<file path="src/rtl/ft_alu_pkg.sv">
// Shared types and constants for the fault-tolerant ALU controller.
// The optional fault counter is enabled with FT_ALU_CTRL_FAULT_CNT_EN.
package ft_alu_pkg;

  typedef enum logic [1:0] {
    OP_ADD = 2'd0,
    OP_AMB = 2'd1,
    OP_BMA = 2'd2,
    OP_ILL = 2'd3
  } op_e;

  typedef enum logic [1:0] {
    S_IDLE,
    S_ISSUE,
    S_CHECK,
    S_RESP
  } state_e;

  localparam logic [2:0] OH_ADD  = 3'b001;
  localparam logic [2:0] OH_AMB  = 3'b010;
  localparam logic [2:0] OH_BMA  = 3'b100;
  localparam logic [1:0] RAIL_OK = 2'b10;

  function automatic logic [2:0] op_onehot(input op_e op);
    case (op)
      OP_AMB:  return OH_AMB;
      OP_BMA:  return OH_BMA;
      default: return OH_ADD;
    endcase
  endfunction

endpackage

</file>
<file path="src/rtl/ft_alu_ctrl_arb.sv">
// Two-input round-robin arbiter; the pointer moves past the requester
// just served when adv_i is pulsed.
module ft_alu_rr_arb2 (
  input  logic       clk,
  input  logic       rst,
  input  logic [1:0] req_i,
  input  logic       en_i,
  output logic [1:0] gnt_o,
  output logic       gnt_id_o,
  input  logic       adv_i,
  input  logic       adv_id_i
);

  logic prio_q, prio_d;

  always_comb begin
    gnt_id_o = prio_q;
    if (!req_i[prio_q]) gnt_id_o = ~prio_q;
    gnt_o = 2'b00;
    if (en_i && (|req_i)) gnt_o = 2'b01 << gnt_id_o;
    prio_d = adv_i ? ~adv_id_i : prio_q;
  end

  always_ff @(posedge clk or posedge rst) begin
    if (rst) prio_q <= 1'b0;
    else     prio_q <= prio_d;
  end

endmodule

</file>
<file path="src/rtl/ft_alu_ctrl.sv">
// Arbitrates two requesters onto the duplicated ALU, checks both result
// rails and retries on mismatch. Define FT_ALU_CTRL_FAULT_CNT_EN for fault_cnt_o.
module ft_alu_ctrl
  import ft_alu_pkg::*;
#(
  parameter int SETTLE_CYC = 1,
  parameter int MAX_RETRY  = 2
) (
  input  logic            clk,
  input  logic            rst,
  input  logic [1:0]      req_valid_i,
  output logic [1:0]      req_ready_o,
  input  logic [1:0][1:0] req_op_i,
  input  logic [1:0][2:0] req_a_i,
  input  logic [1:0][2:0] req_b_i,
  output logic            rsp_valid_o,
  input  logic            rsp_ready_i,
  output logic            rsp_id_o,
  output logic [2:0]      rsp_sum_o,
  output logic            rsp_carry_o,
  output logic            rsp_err_o,
  output logic [2:0]      alu_a_o,
  output logic [2:0]      alu_b_o,
  output logic            alu_par_o,
  output logic [2:0]      alu_c_o,
  input  logic [2:0]      alu_x_i,
  input  logic [2:0]      alu_y_i,
  input  logic            alu_xc_i,
  input  logic            alu_yc_i,
  input  logic [1:0]      alu_xe_i,
  input  logic [1:0]      alu_ye_i,
  output logic            busy_o
`ifdef FT_ALU_CTRL_FAULT_CNT_EN
  ,
  output logic [7:0]      fault_cnt_o,
  input  logic            fault_clr_i
`endif
);

  localparam logic [2:0] SettleInit = 3'(SETTLE_CYC);
  localparam logic [2:0] MaxRetry   = 3'(MAX_RETRY);

  state_e     state_q, state_d;
  logic [2:0] settle_q, settle_d, retry_q, retry_d;
  logic [2:0] alu_a_q, alu_a_d, alu_b_q, alu_b_d, alu_c_q, alu_c_d;
  logic       alu_par_q, alu_par_d;
  logic       rsp_id_q, rsp_id_d, rsp_carry_q, rsp_carry_d, rsp_err_q, rsp_err_d;
  logic [2:0] rsp_sum_q, rsp_sum_d;
  logic [1:0] gnt;
  logic       gnt_id, adv, check_pass;
  op_e        gnt_op;

  ft_alu_rr_arb2 u_arb (
    .clk      (clk),
    .rst      (rst),
    .req_i    (req_valid_i),
    .en_i     (state_q == S_IDLE),
    .gnt_o    (gnt),
    .gnt_id_o (gnt_id),
    .adv_i    (adv),
    .adv_id_i (rsp_id_q)
  );

  assign gnt_op     = op_e'(req_op_i[gnt_id]);
  assign check_pass = (alu_x_i == alu_y_i) && (alu_xc_i == alu_yc_i) &&
                      (alu_xe_i == RAIL_OK) && (alu_ye_i == RAIL_OK);

  always_comb begin
    state_d     = state_q;
    settle_d    = settle_q;
    retry_d     = retry_q;
    alu_a_d     = alu_a_q;
    alu_b_d     = alu_b_q;
    alu_c_d     = alu_c_q;
    alu_par_d   = alu_par_q;
    rsp_id_d    = rsp_id_q;
    rsp_sum_d   = rsp_sum_q;
    rsp_carry_d = rsp_carry_q;
    rsp_err_d   = rsp_err_q;
    adv         = 1'b0;
    case (state_q)
      S_IDLE: begin
        if (|gnt) begin
          rsp_id_d = gnt_id;
          // Illegal opcodes never reach the ALU pins.
          if (gnt_op == OP_ILL) begin
            rsp_err_d   = 1'b1;
            rsp_sum_d   = 3'd0;
            rsp_carry_d = 1'b0;
            state_d     = S_RESP;
          end else begin
            alu_a_d   = req_a_i[gnt_id];
            alu_b_d   = req_b_i[gnt_id];
            alu_par_d = ~((^req_a_i[gnt_id]) ^ (^req_b_i[gnt_id]));
            alu_c_d   = op_onehot(gnt_op);
            settle_d  = SettleInit;
            retry_d   = 3'd0;
            state_d   = S_ISSUE;
          end
        end
      end
      S_ISSUE: begin
        settle_d = settle_q - 3'd1;
        if (settle_q == 3'd1) state_d = S_CHECK;
      end
      S_CHECK: begin
        if (check_pass) begin
          rsp_sum_d   = alu_x_i;
          rsp_carry_d = alu_xc_i;
          rsp_err_d   = 1'b0;
          state_d     = S_RESP;
        end else if (retry_q < MaxRetry) begin
          retry_d  = retry_q + 3'd1;
          settle_d = SettleInit;
          state_d  = S_ISSUE;
        end else begin
          rsp_sum_d   = alu_x_i;
          rsp_carry_d = alu_xc_i;
          rsp_err_d   = 1'b1;
          state_d     = S_RESP;
        end
      end
      S_RESP: begin
        if (rsp_ready_i) begin
          adv     = 1'b1;
          alu_c_d = OH_ADD;
          state_d = S_IDLE;
        end
      end
      default: state_d = S_IDLE;
    endcase
  end

  always_ff @(posedge clk or posedge rst) begin
    if (rst) begin
      state_q     <= S_IDLE;
      settle_q    <= 3'd0;
      retry_q     <= 3'd0;
      alu_a_q     <= 3'd0;
      alu_b_q     <= 3'd0;
      alu_c_q     <= OH_ADD;
      alu_par_q   <= 1'b1;
      rsp_id_q    <= 1'b0;
      rsp_sum_q   <= 3'd0;
      rsp_carry_q <= 1'b0;
      rsp_err_q   <= 1'b0;
    end else begin
      state_q     <= state_d;
      settle_q    <= settle_d;
      retry_q     <= retry_d;
      alu_a_q     <= alu_a_d;
      alu_b_q     <= alu_b_d;
      alu_c_q     <= alu_c_d;
      alu_par_q   <= alu_par_d;
      rsp_id_q    <= rsp_id_d;
      rsp_sum_q   <= rsp_sum_d;
      rsp_carry_q <= rsp_carry_d;
      rsp_err_q   <= rsp_err_d;
    end
  end

  assign req_ready_o = gnt;
  assign rsp_valid_o = (state_q == S_RESP);
  assign busy_o      = (state_q != S_IDLE);
  assign rsp_id_o    = rsp_id_q;
  assign rsp_sum_o   = rsp_sum_q;
  assign rsp_carry_o = rsp_carry_q;
  assign rsp_err_o   = rsp_err_q;
  assign alu_a_o     = alu_a_q;
  assign alu_b_o     = alu_b_q;
  assign alu_c_o     = alu_c_q;
  assign alu_par_o   = alu_par_q;

`ifdef FT_ALU_CTRL_FAULT_CNT_EN
  logic [7:0] fault_cnt_q;

  // Clear wins over a coincident failed check; the count saturates.
  always_ff @(posedge clk or posedge rst) begin
    if (rst)              fault_cnt_q <= 8'd0;
    else if (fault_clr_i) fault_cnt_q <= 8'd0;
    else if ((state_q == S_CHECK) && !check_pass && (fault_cnt_q != 8'hFF))
      fault_cnt_q <= fault_cnt_q + 8'd1;
  end

  assign fault_cnt_o = fault_cnt_q;
`endif

endmodule

</file>
<file path="config.mk">
export PLATFORM = sky130hd
export DESIGN_NAME = ft_alu_ctrl
export DESIGN_NICKNAME = d
export VERILOG_FILES = /design/src/rtl/ft_alu_pkg.sv /design/src/rtl/ft_alu_ctrl_arb.sv /design/src/rtl/ft_alu_ctrl.sv
export SDC_FILE = /design/constraint.sdc
export NUM_CORES = 1
export LEC_CHECK = 0
export ABC_AREA = 1
export CAP_MARGIN = 20
export CORE_MARGIN = 5
export CORE_UTILIZATION = 50
export DETAILED_ROUTE_END_ITERATION = 16
export GPL_ROUTABILITY_DRIVEN = 1
export PLACE_DENSITY = 0.85
export SLEW_MARGIN = 30
export SYNTH_ARGS = -nofsm -noshare
export SYNTH_HDL_FRONTEND = slang
export SYNTH_SLANG_ARGS = --single-unit
</file>
<file path="constraint.sdc">
create_clock -name clk -period 6.3 [get_ports clk]
set_input_delay 1.575 -clock clk [delete_from_list [all_inputs] [get_ports clk]]
set_output_delay 1.575 -clock clk [all_outputs]
set_load 0.03 [all_outputs]
</file>
==> results of run 1 <==
per-layer routing:
layer,vias up,routed length [um]
met5,-,0
met4,0,51
met3,4,289
met2,61,1980
met1,778,1600
li1,860,-
registers in the layout (all words and copies together) (netlist names):
register      count
u_arb.prio_q      1
rsp_id_o          1
alu_b_o           3
settle_q          3
alu_par_o         1
alu_c_o           3
rsp_carry_o       1
retry_q           3
state_q           2
alu_a_o           3
rsp_sum_o         3
rsp_err_o         1
power by group:
group	internal [mW]	leakage (nW)	total [mW]	switching, mW
Combinational	0.224	0.787	0.589	0.365
Clock	0.0243	0.0139	0.0784	0.0541
Sequential	0.230	0.313	0.276	0.0459
Total	0.479	1.11	0.944	0.465
placed cells by master, fill, tap and decap left out, drive strengths merged:
cell / synthesis / final
a21o: 1 / 1
a21oi: 5 / 5
clkbuf: 0 / 3
clkdlybuf4s50: 0 / 52
clkinvlp: 0 / 1
dfrtp: 23 / 23
dfstp: 2 / 2
ha: 6 / 6
inv: 38 / 38
nand2: 83 / 83
nand3: 23 / 23
nand3b: 1 / 1
nand4: 1 / 1
nor2: 18 / 18
o21a: 1 / 1
o21ai: 29 / 29
o22ai: 1 / 1
or2: 3 / 3
xor2: 1 / 1
cell families after synthesis:
logic type                 count (synthesis)  synth area share [%]
AOI/OAI and AO/OA                         37                  13.0
xor gates and xnor gates                   1                 0.525
adders and majority gates                  6                  4.50
buffers and inverters                     41                  10.3
DFF                                       25                  37.6
and+or+nand+nor                          129                  34.0
worst max-delay path: cells and delay by family:
family                 cells  cell delay, ps
and+or+nand+nor            3             520
buffers and inverters      3            1250
worst max-delay path by stage:
stage / to / slack, ps
after floorplan: req_ready_o[0] / 2340
after global placement: req_ready_o[0] / 1400
after detailed placement: req_ready_o[0] / 1370
after CTS: req_ready_o[0] / 1370
after global routing: req_ready_o[1] / 1270
final: req_ready_o[1] / 1360
stage by stage:
step / total power, mW / worst slack (ps)
3_3_place_gp: 0.851 / 1400
6_report: 0.944 / 1360
5_1_grt: 1.03 / 1270
2_1_floorplan: 0.688 / 2340
4_1_cts: 0.948 / 1370
3_5_place_dp: 0.868 / 1370
final cells by class:
class	instances	area [um2]	share of cell area, %
multi-input cells	173	868	38.6
flip-flops and latches	25	628	28.0
repair buffers	52	520	23.2
inverters	38	143	6.35
well taps	46	57.6	2.56
clock buffers	3	22.5	1.00
clock inverters	1	7.51	0.334
==> qor.yml, run 1 <==
status:
  run_status: "completed"
global_route:
  grt_usage_pct: 18.3
  grt_overflow_total: 0
  first_global_vias: 1536
  grt_antenna_before_repair: 0
  top_usage_layer: "met2"
  wire_length_of_the_first_global_routing_pass_mm: 6.43
  met3_usage_pct: 2.66
  globalRouteMet1Util_pct: 21.0
  pin_count_of_the_biggest_net_entering_global_routing: 26
  grt_util_met2_pct: 34.5
route:
  drt.antenna.violating_nets: 0
  route.final.wire_length_mm: 3.93
  number_of_iterations_in_the_first_detailed_routing_pass: 4
  avgRoutedWirePerCell_um: 11.6
  viasPerCell: 5.04
  via_count: 1703
  drc_errors: 0
  drt_iter0_markers: 96
finish:
  fin_util_pct: 68.4
  nNetsFinal: 332
  layout.cell_area.non_filler_um2: 2250
  syn2layout_area_growth_pct: 34.6
  drive_above_1_share_pct: 10.6
  filler_cell_count: 297
  post_layout_nonfiller_instances: 338
  n_antenna_cell: 0
setup_path:
  timing.critical_path.slowest_cell_delay_ps: 690
  critical_path.startpoint: "req_valid_i[1]"
  timing.reg2reg.setup_slack_ps: 4000
  endpoint_kind: "output pin"
  crit_path_required_time_ps: 4720
  worstPathMaxFanout: 11
  ff2ff_path_depth: 15
  worst_path_cell_with_the_longest_stage_delay: "sky130_fd_sc_hd__clkdlybuf4s50_1"
  crit-reg2reg-capture: "retry_q[1]$_DFFE_PP0P_"
  cp_data_arrival_time_ps: 3360
  cp-start-kind: "primary input"
  crit_path_cell_trace: "clkdlybuf4s50_1 -> inv_1 -> nand2_1 -> nand2_1 -> nor2_1 -> clkdlybuf4s50_1"
  critical_path.reg2reg.startpoint: "u_arb.prio_q$_DFFE_PP0P_"
  worst-setup-path-type: "primary input to output pin"
cts:
  cts-hold-fix-buffers: 0
  number_of_buffers_between_clock_root_and_the_deepest_sink: 2
  clock_tree_from_tritoncts: "yes"
  cts_setup_buffers: 0
  numClockSinks: 25
  cts_root_buffer: "sky130_fd_sc_hd__clkbuf_4"
  worstSkewPairLatency_ps: 330
  cts.repair.resized: 0
  number_of_buffers_created_by_cts: 3
  worst_setup_hold_path_clk_slew_ps: 150
  count_of_h_tree_levels_built_during_cts: 1
synth:
  post_synth_inst_count: 239
  asyncSetResetFlopFracSynth_pct: 100
  synth-seq-cells: 25
  seq_area_frac_synth_pct: 37.6
  number_of_flops_mapped_to_enable_cells_by_yosys: 0
  yosys-top-cells-count: "sky130_fd_sc_hd__nand2_1 (76), sky130_fd_sc_hd__inv_1 (34), sky130_fd_sc_hd__dfrtp_1 (23)"
  synthesis.nets: 278
  syn-cell-area_um2: 1670
  synth.area.top_cells: "sky130_fd_sc_hd__dfrtp_1 (34%), sky130_fd_sc_hd__nand2_1 (17%), sky130_fd_sc_hd__inv_1 (7.6%)"
  post_synth_num_cell_types: 25
  synth.top_cell.area_share_pct: 34.5
  count_leader_synth: "sky130_fd_sc_hd__nand2_1"
  yosys_warnings: 0
  avgSynthCellArea_um2: 6.98
  library_cell_occupying_the_most_area_in_the_post_synthesis_netlist: "sky130_fd_sc_hd__dfrtp_1"
  synth_flop_cell: "sky130_fd_sc_hd__dfrtp_1"
pwr:
  power.density_nw_per_um2: 420
  ir_worst_vdd_mv: 0.253
  total_leakage_power_nw: 1.11
place:
  detailedPlacementHpwl_mm: 3.19
  placed_cell_area_um2: 2220
  port_buffers: 52
  place.gp.congestion: 0.848
  dpl.cell_count: 334
sta:
  fin_skew_ps: 2.10
  final.setup.tns_ps: 0
  report.final.setup_viol: 0
  period_share_pct: 78.3
  max_slew.worst_pin.slew_ps: 529
  max_clock_freq_mhz: 203
  hold_viol: 0
  minimum_clock_period_ps: 4940
  final.hold.worst_slack_ps: 484
  maxSlewViolCount: 0
  slew-limit-headroom_pct: 64.7
  rsz_0062_raised_after_global_routing: "false"
floorplan:
  number_of_top_level_pins: 53
  die_h_um: 67.8
  die_width_um: 67.8
  row_count: 21
  floorplan.die_area_um2: 4590
  initial_utilization_pct: 50.8
  core-area_um2: 3280
job:
  max_cap_violations: 0
hold_path:
  tightest_hold_check_type: "flop to flop"
  holdPathEnd: "alu_par_o$_DFFE_PP1P_"
  hold_path.startpoint: "alu_par_o$_DFFE_PP1P_"
  hold-path-cell-count: 2
Power figures use the tool's default switching activity.
==> run 2: changes to the inputs <==
--- a/config.mk
+++ b/config.mk
@@ -8,10 +8,10 @@
 export ABC_AREA = 1
 export CAP_MARGIN = 20
 export CORE_MARGIN = 5
-export CORE_UTILIZATION = 50
+export CORE_UTILIZATION = 46
 export DETAILED_ROUTE_END_ITERATION = 16
 export GPL_ROUTABILITY_DRIVEN = 1
-export PLACE_DENSITY = 0.85
+export PLACE_DENSITY = 0.79
 export SLEW_MARGIN = 30
 export SYNTH_ARGS = -nofsm -noshare
 export SYNTH_HDL_FRONTEND = slang
==> constraint.sdc (replaced) <==
create_clock -name clk -period 4.7 [get_ports clk]
set_input_delay 1.175 -clock clk [delete_from_list [all_inputs] [get_ports clk]]
set_output_delay 1.175 -clock clk [all_outputs]
set_load 0.03 [all_outputs]
==> run 2 against run 1 <==
Sequential cell count did not move. Critical path type unchanged. Wire length fell by 3.8%. Non-clock buffer count did not move. Critical endpoint is now req_ready_o[0]. Core utilization fell by 2.7 points. Register-to-register slack got worse by 1600 ps. Clock skew rose by 9.0 ps.
==> qor.yml, run 2 (same netlist as run 1, synthesis figures left out) <==
setup_path:
  crit_path_required_time_ps: 3520
  worst-setup-path-type: "primary input to output pin"
  critical-path-top-delay-family: "buffers and inverters"
  crit_path_cell_trace: "clkdlybuf4s50_1 -> inv_1 -> nand2_2 -> nand2_2 -> nor2_1 -> clkdlybuf4s50_1"
  path_buf_inv: 3
  critical_path.startpoint: "req_valid_i[0]"
  cp-start-kind: "primary input"
  endpoint_kind: "output pin"
  cp_data_arrival_time_ps: 2910
  timing.critical_path.slowest_cell_delay_ps: 690
  critical_path.reg2reg.startpoint: "u_arb.prio_q$_DFFE_PP0P_"
  timing.reg2reg.setup_slack_ps: 2380
  worstPathMaxFanout: 11
  worst_path_cell_with_the_longest_stage_delay: "sky130_fd_sc_hd__clkdlybuf4s50_1"
finish:
  nNetsFinal: 332
  commonest_cells_after_routing_fill_and_taps_aside: "sky130_fd_sc_hd__nand2_1 (76), sky130_fd_sc_hd__clkdlybuf4s50_1 (52), sky130_fd_sc_hd__inv_1 (33), sky130_fd_sc_hd__dfrtp_1 (23), sky130_fd_sc_hd__nand3_1 (21)"
  area_taken_by_multi_input_logic_gates_um2: 868
  final_common_cell: "sky130_fd_sc_hd__nand2_1"
  layout.cell_area.non_filler_um2: 2240
  filler_cell_count: 339
  n_antenna_cell: 0
  ff_latch_area_um2: 628
  drive_above_1_share_pct: 10.3
  syn2layout_area_growth_pct: 34.4
sta:
  report.final.setup_viol: 0
  slew-limit-headroom_pct: 65.0
  hold_viol: 0
  rsz_0062_raised_after_global_routing: "false"
  max_slew.worst_pin.slew_ps: 524
  fin_skew_ps: 11.1
  maxSlewViolCount: 0
  period_share_pct: 86.9
  final.setup.tns_ps: 0
  minimum_clock_period_ps: 4080
  max_clock_freq_mhz: 245
  setup_slack_ps: 617
floorplan:
  initial_utilization_pct: 48.9
  row_count: 21
  core-area_um2: 3420
  die_width_um: 70.2
  number_of_top_level_pins: 53
  die_h_um: 70.2
  floorplan.die_area_um2: 4930
pwr:
  ir_worst_vdd_mv: 0.274
  power.density_nw_per_um2: 556
  total_leakage_power_nw: 1.11
global_route:
  pin_count_of_the_biggest_net_entering_global_routing: 26
  wire_length_of_the_first_global_routing_pass_mm: 6.62
  grt_overflow_total: 0
  first_global_vias: 1575
  grt_usage_pct: 16.1
  grt_antenna_before_repair: 0
cts:
  cts_root_buffer: "sky130_fd_sc_hd__clkbuf_4"
  worstSkewPairLatency_ps: 320
  cts.repair.resized: 0
  count_of_h_tree_levels_built_during_cts: 1
  number_of_buffers_between_clock_root_and_the_deepest_sink: 2
  worst_setup_hold_path_clk_slew_ps: 130
  clock_tree_from_tritoncts: "yes"
  cts_setup_buffers: 0
  number_of_buffers_created_by_cts: 3
  cts-hold-fix-buffers: 0
  numClockSinks: 25
route:
  drt_iter0_markers: 119
  drt.antenna.violating_nets: 0
  drc_errors: 0
  viasPerCell: 4.79
  number_of_iterations_in_the_first_detailed_routing_pass: 4
  avgRoutedWirePerCell_um: 11.2
  via_count: 1618
  route.final.wire_length_mm: 3.78
status:
  run_status: "completed"
hold_path:
  hold_path.startpoint: "rsp_err_o$_DFFE_PP0P_"
  tightest_hold_check_type: "flop to flop"
place:
  placed_cell_area_um2: 2220
  pre_cts_ws_ps: 612
  place.gp.congestion: 0.788
  detailedPlacementHpwl_mm: 3.02
  port_buffers: 52
job:
  max_cap_violations: 0
-- run 2: cell count changes in the layout (fill, tap and decap cells not counted) --
cell,previous run,this run
sky130_fd_sc_hd__clkbuf_1,0,1
sky130_fd_sc_hd__clkinvlp_4,1,0
-- run 2: path summary, 6_finish.rpt --
check,to,cells after the start
max,req_ready_o[0],6
min,rsp_err_o$_DFFE_PP0P_,2
max reg2reg,retry_q[2]$_DFFE_PP0P_,14
min reg2reg,rsp_err_o$_DFFE_PP0P_,2
max in group asynchronous,alu_c_o[0]$_DFFE_PP1P_,2
min in group asynchronous,alu_a_o[1]$_DFFE_PP0P_,2
-- run 2: worst reg2reg max path: stages, from the launching register on --
cell	delay (ps)
sky130_fd_sc_hd__dfrtp_1	420
sky130_fd_sc_hd__inv_1	90
sky130_fd_sc_hd__nand2_2	90
sky130_fd_sc_hd__nand2_1	210
sky130_fd_sc_hd__or2_2	340
sky130_fd_sc_hd__o21ai_0	130
sky130_fd_sc_hd__inv_1	110
sky130_fd_sc_hd__ha_1	230
sky130_fd_sc_hd__inv_1	70
sky130_fd_sc_hd__nor2_1	40
sky130_fd_sc_hd__inv_1	100
sky130_fd_sc_hd__nand2_1	80
sky130_fd_sc_hd__inv_1	60
sky130_fd_sc_hd__nand2_2	80
sky130_fd_sc_hd__o21ai_0	190
-- run 2: layout make-up --
class,count,share of cell area (%)
timing repair buffer,52,23.2
inverter,38,6.36
sequential,25,28.0
tap,46,2.57
clock buffer,4,1.17
multi-input combinational,173,38.7
-- run 2: through the flow --
| step | power [mW] | instances | hold WS, ps | util [%] |
|---|---|---|---|---|
| floorplan | 0.922 | 239 | 453 | - |
| global placement | 1.15 | 334 | 456 | 64.9 |
| detailed placement | 1.16 | 334 | 468 | 64.9 |
| CTS | 1.26 | 338 | 491 | 65.7 |
| global route | 1.37 | 338 | 503 | 65.7 |
| finish | 1.25 | 338 | 496 | 65.7 |
-- run 2: power breakdown --
| group | leakage (nW) | internal (mW) | switching, mW |
|---|---|---|---|
| logic | 0.787 | 0.301 | 0.481 |
| registers | 0.313 | 0.308 | 0.0569 |
| clock network | 0.0150 | 0.0332 | 0.0665 |
-- run 2: per-layer routing --
metal / track usage [%] / vias to the layer above / part of all wire (%) / routed length (um)
met4: 2.77 / 0 / 0.37 / 14
li1: - / 857 / - / -
met3: 5.31 / 2 / 7.6 / 287
met1: 19.8 / 718 / 44 / 1680
met2: 27.7 / 41 / 48 / 1800
met5: 0 / - / 0 / 0
